<file path="config.mk">
export PLATFORM = sky130hd
export DESIGN_NAME = seq_table_loader_flat
export DESIGN_NICKNAME = d
export VERILOG_FILES = /design/src/rtl/seq_table_loader_if.sv /design/src/rtl/seq_table_loader.sv /design/src/flat_wrapper.sv
export SDC_FILE = /design/constraint.sdc
export NUM_CORES = 1
export LEC_CHECK = 0
export ABC_AREA = 1
export ABC_CLOCK_PERIOD_IN_PS = 2300
export CORE_ASPECT_RATIO = 0.7
export CORE_MARGIN = 2
export CORE_UTILIZATION = 49
export CTS_BUF_LIST = sky130_fd_sc_hd__clkbuf_4 sky130_fd_sc_hd__clkbuf_8 sky130_fd_sc_hd__clkbuf_16
export DETAILED_ROUTE_END_ITERATION = 7
export PLACE_DENSITY = 0.8
export SLEW_MARGIN = 10
export SYNTH_ARGS = -nofsm -noshare
export SYNTH_HDL_FRONTEND = slang
export SYNTH_SLANG_ARGS = --single-unit
</file>
<file path="constraint.sdc">
create_clock -name clk_i -period 2.3 [get_ports clk_i]
set_input_delay 0.46 -clock clk_i [delete_from_list [all_inputs] [get_ports clk_i]]
set_output_delay 0.46 -clock clk_i [all_outputs]
set_load 0.01 [all_outputs]
</file>
<file path="src/rtl/seq_table_loader_if.sv">
// Host-side bus of the sequencer table loader: load control, word stream,
// sequencer table-port strobes and status.
interface seq_table_loader_if;
    logic        load_start_i;
    logic [15:0] load_length_i;
    logic        abort_i;
    logic        seq_active_i;
    logic [31:0] word_i;
    logic        word_valid_i;
    logic        word_ready_o;
    logic        TABLE_START_o;
    logic [31:0] TABLE_DATA_o;
    logic        TABLE_WSTB_o;
    logic [15:0] TABLE_LENGTH_o;
    logic        TABLE_LENGTH_WSTB_o;
    logic        busy_o;
    logic        done_o;
    logic        err_o;
    logic [1:0]  err_code_o;
    logic [15:0] words_loaded_o;

    modport slave (
        input  load_start_i, load_length_i, abort_i, seq_active_i,
               word_i, word_valid_i,
        output word_ready_o, TABLE_START_o, TABLE_DATA_o, TABLE_WSTB_o,
               TABLE_LENGTH_o, TABLE_LENGTH_WSTB_o, busy_o, done_o,
               err_o, err_code_o, words_loaded_o
    );

    modport master (
        output load_start_i, load_length_i, abort_i, seq_active_i,
               word_i, word_valid_i,
        input  word_ready_o, TABLE_START_o, TABLE_DATA_o, TABLE_WSTB_o,
               TABLE_LENGTH_o, TABLE_LENGTH_WSTB_o, busy_o, done_o,
               err_o, err_code_o, words_loaded_o
    );
endinterface

</file>
<file path="src/rtl/seq_table_loader.sv">
// Sequences a table load into the sequencer: start pulse, one write per
// streamed word, then a length commit. Refuses loads while the sequencer runs.
module seq_table_loader #(
    parameter int MAX_LINES = 1024
) (
    input  logic                clk_i,
    input  logic                reset_i,
    seq_table_loader_if.slave   bus
);
    localparam logic [16:0] MAX_WORDS = 17'(4 * MAX_LINES);

    typedef enum logic [2:0] {IDLE, START, STREAM, COMMIT, DONE} state_t;

    state_t      state_q, state_d;
    logic [15:0] len_q, len_d;
    logic [15:0] count_q, count_d;
    logic [31:0] data_q, data_d;
    logic        wstb_q, wstb_d;
    logic [15:0] tlen_q, tlen_d;
    logic        err_q, err_d;
    logic [1:0]  code_q, code_d;

    logic word_ready;
    logic bad_len;

    // Ready depends on registered state only, never on valid or abort.
    assign word_ready = (state_q == STREAM) && (count_q < len_q);
    assign bad_len    = (bus.load_length_i == 16'd0)
                     || (bus.load_length_i[1:0] != 2'd0)
                     || ({1'b0, bus.load_length_i} > MAX_WORDS);

    always_comb begin
        state_d = state_q;
        len_d   = len_q;
        count_d = count_q;
        data_d  = data_q;
        wstb_d  = 1'b0;
        tlen_d  = tlen_q;
        err_d   = err_q;
        code_d  = code_q;
        case (state_q)
            IDLE: begin
                if (bus.load_start_i) begin
                    if (bus.seq_active_i) begin
                        err_d  = 1'b1;
                        code_d = 2'd1;
                    end else if (bad_len) begin
                        err_d  = 1'b1;
                        code_d = 2'd2;
                    end else begin
                        len_d   = bus.load_length_i;
                        count_d = 16'd0;
                        err_d   = 1'b0;
                        code_d  = 2'd0;
                        state_d = START;
                    end
                end
            end
            START: begin
                if (bus.abort_i) begin
                    err_d   = 1'b1;
                    code_d  = 2'd3;
                    state_d = IDLE;
                end else begin
                    state_d = STREAM;
                end
            end
            STREAM: begin
                // An abort wins over a word handed over in the same cycle.
                if (bus.abort_i) begin
                    err_d   = 1'b1;
                    code_d  = 2'd3;
                    state_d = IDLE;
                end else if (word_ready && bus.word_valid_i) begin
                    data_d  = bus.word_i;
                    wstb_d  = 1'b1;
                    count_d = count_q + 16'd1;
                    if (count_q + 16'd1 == len_q) begin
                        tlen_d  = len_q;
                        state_d = COMMIT;
                    end
                end
            end
            COMMIT:  state_d = DONE;
            DONE:    state_d = IDLE;
            default: state_d = IDLE;
        endcase
    end

    always_ff @(posedge clk_i) begin
        if (reset_i) begin
            state_q <= IDLE;
            len_q   <= '0;
            count_q <= '0;
            data_q  <= '0;
            wstb_q  <= 1'b0;
            tlen_q  <= '0;
            err_q   <= 1'b0;
            code_q  <= '0;
        end else begin
            state_q <= state_d;
            len_q   <= len_d;
            count_q <= count_d;
            data_q  <= data_d;
            wstb_q  <= wstb_d;
            tlen_q  <= tlen_d;
            err_q   <= err_d;
            code_q  <= code_d;
        end
    end

    assign bus.word_ready_o        = word_ready;
    assign bus.TABLE_START_o       = (state_q == START);
    assign bus.TABLE_DATA_o        = data_q;
    assign bus.TABLE_WSTB_o        = wstb_q;
    assign bus.TABLE_LENGTH_o      = tlen_q;
    assign bus.TABLE_LENGTH_WSTB_o = (state_q == COMMIT);
    assign bus.busy_o              = (state_q != IDLE);
    assign bus.done_o              = (state_q == DONE);
    assign bus.err_o               = err_q;
    assign bus.err_code_o          = code_q;
    assign bus.words_loaded_o      = count_q;
endmodule

</file>
<file path="src/flat_wrapper.sv">
// flat-port wrapper written by rule: the top's interface ports become plain ports
module seq_table_loader_flat 
#(
    parameter int MAX_LINES = 1024
)
  (clk_i, reset_i, bus_load_start_i, bus_load_length_i, bus_abort_i, bus_seq_active_i, bus_word_i, bus_word_valid_i, bus_word_ready_o, bus_TABLE_START_o, bus_TABLE_DATA_o, bus_TABLE_WSTB_o, bus_TABLE_LENGTH_o, bus_TABLE_LENGTH_WSTB_o, bus_busy_o, bus_done_o, bus_err_o, bus_err_code_o, bus_words_loaded_o);
  seq_table_loader_if bus_i ();
  input  logic clk_i;
  input  logic reset_i;
  input wire logic [$bits(bus_i.load_start_i)-1:0] bus_load_start_i;
  input wire logic [$bits(bus_i.load_length_i)-1:0] bus_load_length_i;
  input wire logic [$bits(bus_i.abort_i)-1:0] bus_abort_i;
  input wire logic [$bits(bus_i.seq_active_i)-1:0] bus_seq_active_i;
  input wire logic [$bits(bus_i.word_i)-1:0] bus_word_i;
  input wire logic [$bits(bus_i.word_valid_i)-1:0] bus_word_valid_i;
  output wire logic [$bits(bus_i.word_ready_o)-1:0] bus_word_ready_o;
  output wire logic [$bits(bus_i.TABLE_START_o)-1:0] bus_TABLE_START_o;
  output wire logic [$bits(bus_i.TABLE_DATA_o)-1:0] bus_TABLE_DATA_o;
  output wire logic [$bits(bus_i.TABLE_WSTB_o)-1:0] bus_TABLE_WSTB_o;
  output wire logic [$bits(bus_i.TABLE_LENGTH_o)-1:0] bus_TABLE_LENGTH_o;
  output wire logic [$bits(bus_i.TABLE_LENGTH_WSTB_o)-1:0] bus_TABLE_LENGTH_WSTB_o;
  output wire logic [$bits(bus_i.busy_o)-1:0] bus_busy_o;
  output wire logic [$bits(bus_i.done_o)-1:0] bus_done_o;
  output wire logic [$bits(bus_i.err_o)-1:0] bus_err_o;
  output wire logic [$bits(bus_i.err_code_o)-1:0] bus_err_code_o;
  output wire logic [$bits(bus_i.words_loaded_o)-1:0] bus_words_loaded_o;
  assign bus_i.load_start_i = bus_load_start_i;
  assign bus_i.load_length_i = bus_load_length_i;
  assign bus_i.abort_i = bus_abort_i;
  assign bus_i.seq_active_i = bus_seq_active_i;
  assign bus_i.word_i = bus_word_i;
  assign bus_i.word_valid_i = bus_word_valid_i;
  assign bus_word_ready_o = bus_i.word_ready_o;
  assign bus_TABLE_START_o = bus_i.TABLE_START_o;
  assign bus_TABLE_DATA_o = bus_i.TABLE_DATA_o;
  assign bus_TABLE_WSTB_o = bus_i.TABLE_WSTB_o;
  assign bus_TABLE_LENGTH_o = bus_i.TABLE_LENGTH_o;
  assign bus_TABLE_LENGTH_WSTB_o = bus_i.TABLE_LENGTH_WSTB_o;
  assign bus_busy_o = bus_i.busy_o;
  assign bus_done_o = bus_i.done_o;
  assign bus_err_o = bus_i.err_o;
  assign bus_err_code_o = bus_i.err_code_o;
  assign bus_words_loaded_o = bus_i.words_loaded_o;
  seq_table_loader #(.MAX_LINES(MAX_LINES)) u_core (.clk_i(clk_i), .reset_i(reset_i), .bus(bus_i));
endmodule
</file>
==> results of run 1 <==
through the flow:
stage | area, um2 | TNS (ns) | power, uW | instances | setup slack, ns
CTS | 7030 | -0.00130 | 3230 | 1055 | -0.00130
detailed placement | 6720 | -9.33 | 1850 | 1038 | -0.213
floorplan | 4870 | 0 | 1680 | 753 | 0.185
finish | 7620 | 0 | 3260 | 1075 | 0.0112
global route | 7620 | -1.99 | 3340 | 1075 | -0.110
global placement | 6720 | -4.47 | 1840 | 1038 | -0.113
area by class of cell:
cell class              instances  area [um2]  area share [%]
well taps                     128         160            2.10
clock buffers                   9         225            2.95
multi-input cells             539        2950            38.7
repair buffers                210        2100            27.6
clock inverters                 7        55.1           0.722
inverters                      95         357            4.68
flip-flops and latches         87        1770            23.3
kinds of logic after synthesis:
logic type / Yosys count / synth area share (%)
simple gates: 425 / 39.2
buf+inv: 129 / 10.5
fa+ha+maj: 17 / 4.37
compound gates: 95 / 10.1
flops: 87 / 35.8
sequential cells by signal (all words and copies together), names as in the netlist:
register,count
u_core.len_q,16
u_core.bus.err_code_o,2
u_core.bus.TABLE_WSTB_o,1
u_core.bus.words_loaded_o,16
u_core.bus.TABLE_LENGTH_o,16
u_core.bus.TABLE_DATA_o,32
u_core.state_q,3
u_core.bus.err_o,1
metal layers:
| metal | up-vias | track usage, % | part of all wire, % |
|---|---|---|---|
| li1 | 2847 | - | - |
| met1 | 2789 | 38.9 | 42 |
| met2 | 348 | 47.3 | 46 |
| met3 | 41 | 8.25 | 10 |
| met4 | 0 | 9.09 | 2.2 |
| met5 | - | 0 | 0 |
timing repair:
| item | CTS | global route |
|---|---|---|
| setup endpoints to repair | 51 | 71 |
| gates resized for setup | 15 | 100 |
| setup buffers | 1 | 15 |
| gates cloned | 0 | 6 |
| pin swaps | 5 | 37 |
critical path, cell delays in order (launching register included):
cell     delay, ns
dfxtp_4       0.39
ha_4          0.18
nand2_4       0.07
nor2_4        0.22
nand4_1       0.20
nand2_1       0.15
buf_6         0.11
nand2_2       0.04
nand2_2       0.06
nand3_2       0.08
nor2_4        0.18
nand4_4       0.23
nand2_1       0.14
inv_1         0.05
nor2_1        0.12
cells in the mapped netlist, types with 2 or more instances:
| cell | count |
|---|---|
| nor4_1 | 3 |
| nor3b_1 | 2 |
| buf_2 | 5 |
| nor2_2 | 5 |
| ha_1 | 17 |
| inv_1 | 93 |
| or2_2 | 2 |
| nand3_1 | 116 |
| dfxtp_1 | 87 |
| o211ai_1 | 2 |
| buf_4 | 4 |
| clkbuf_1 | 22 |
| nand2_1 | 191 |
| nand4_1 | 28 |
| o21ai_0 | 18 |
| nand2_2 | 2 |
| nor2_1 | 67 |
| nor3_1 | 3 |
| a21oi_1 | 71 |
| nor2_4 | 4 |
| buf_1 | 2 |
path summary, 6_finish.rpt:
kind	from	to	slack, ns	cells past startpoint
worst min-delay path	u_core.bus.TABLE_DATA_o[17]	u_core.bus.TABLE_DATA_o[17]	0.46	2
worst max-delay path	u_core.bus.words_loaded_o[1]	u_core.bus.TABLE_LENGTH_o[2]	0.01	14
worst max register to register	u_core.bus.words_loaded_o[1]	u_core.bus.TABLE_LENGTH_o[2]	0.01	14
worst min register to register	u_core.bus.TABLE_DATA_o[17]	u_core.bus.TABLE_DATA_o[17]	0.46	2
power groups by stage:
stage / clock [uW] / sequential [uW] / combinational [uW]
after global routing: 1470 / 1520 / 350
after global placement: 0 / 1560 / 284
after detailed placement: 0 / 1560 / 292
after floorplan: 0 / 1560 / 117
final: 1410 / 1520 / 328
after CTS: 1410 / 1520 / 296
==> impl_results.md, run 1 <==
- Post-Syn Area: around 0.0049 mm2
- Class of the tightest hold or removal check: reg2reg
- Proportion of layout cells with a drive suffix above 1: a little over a fifth
- IO Count: about 130
- Synthesized flop and latch total: just under 90
- Deepest level of the CTS H-tree: 3
- Congestion Overflow GR: 0
- IO buf count: roughly 130
- Sequential power share: 46.7%
- Top_reg_cell synth: dfxtp_1
- Final hold slack: between 0.4 and 0.5 ns
- Initial cell density of the core: 50.2%
- Number of nets at the end of the flow: approximately 1000
- Critical Path Source Type: flop
- Count of vias placed by the detailed router: roughly 6000
- Post-detailed-route count of antenna-violating nets: 0
- Pin count of the biggest net entering global routing: 36
- Die Area: between 0.01 and 0.015 mm2
- Number of detailed-route iterations in the first pass: 5
- Maximum ir drop on the vdd rail: approximately 0.36 mV
- Post-synthesis area per instance: 6.46 um2
- FFs w/ async S/R, synth: 0%
- Most frequent cells in the layout: 170 x nand2_1, 125 x clkdlybuf4s50_1, 105 x nand3_1
- Average vias per placed instance: approximately 5.6
- Maximum number of buffers from clock root to sink: 2
- Proportion of netlist area held by the largest area contributor: between 30% and 40%
- Number of synthesis warnings: 0
- DRC marker count from the first detailed-route iteration: ~600
- Wire length of the first global-routing pass: 24.9 mm
- P_int: about 2400 uW
- Switching share of total power: between 20% and 30%
- Relative slew slack: ~66%
- Clk Latency, worst-skew pair: approximately 0.35 ns
- Peak clock frequency supported by timing: between 400 and 500 MHz
- ANT cells: 0
- Cell area power density: between 400 and 500 mW/mm2
- Total global-route track usage: approximately 30%
- Final critical-path required period: around 2.3 ns
- Total DRC errors in the routed layout: 0
- Clock Sink Count: 87
- Inserted Clock Buffers: 9
- Largest fanout on the critical path: 8
- Antenna violations before repair: 0
- Count of flip-flops with a built-in enable after synthesis: 0
- Horizontal extent of the die: 123 um
- Number of distinct standard cells referenced by the synthesized netlist: 30
- Final worst path period share: between 90% and 100%
- FP Rows: 30
- CTS clock-pin slew for the worst setup and hold paths: 0.07 ns
- Avg WL per Cell: between 15 and 20 um
- RSZ-0062 raised after global routing: yes
- Clock Tree Root: clkbuf_16
- Synthesized instance count: roughly 750
- Post-detailed-routing wire length: roughly 18 mm
- Leakage power: 0.00319 uW
- Gpl congestion: ~0.94
- Core area: approximately 0.0097 mm2
- Synth top area cells: dfxtp_1 36%, nand2_1 15%, nand3_1 12%, a21oi_1 7.3%, inv_1 7.2%
- Share of power burned in the clock network: between 40% and 50%
- Number of fillers in the final layout: between 600 and 700
- Vias in the first global route: around 5300
- Max-cap violations: 0
- Critical path endpoint category: flop
- DPL Wire Length: approximately 12 mm
- Sequential cell area fraction in the yosys report: roughly 36%
- Syn Nets: a little over 800
- Finished Core Util: 78.7%
- Data arrival, critical path: 2.57 ns
- Dominant cell type by area after synthesis: dfxtp_1
- TritonCTS clock tree: built
- Clock Skew: 0.00840 ns
- Commonest non-fill, non-tap cell in the layout: nand2_1
- Gate power share: 10.1%
- Final number of hold-violating endpoints: 0
- Die Y-Extent: around 87 um
- Signed area change from the synthesized netlist to the final layout: 56.7%
- Slew Limit Fails: 0
- Total net switching power: approximately 840 uW
- Run status: finished clean
- Setup-violating endpoint count in the final report: 0
- Actual slew at the worst max-slew pin: approximately 0.51 ns
- Setup CP Type: reg2reg
- Hold bufs inserted after CTS: 0
- Required time at the worst-slack endpoint: about 2.6 ns
(Power assumes the default switching activity.)
==> inputs of run 2 (changes only) <==
- SLEW_MARGIN: 10 -> not set
==> results of run 2 <==
No change in the layout: final DEF, timing and power equal those of run 1.
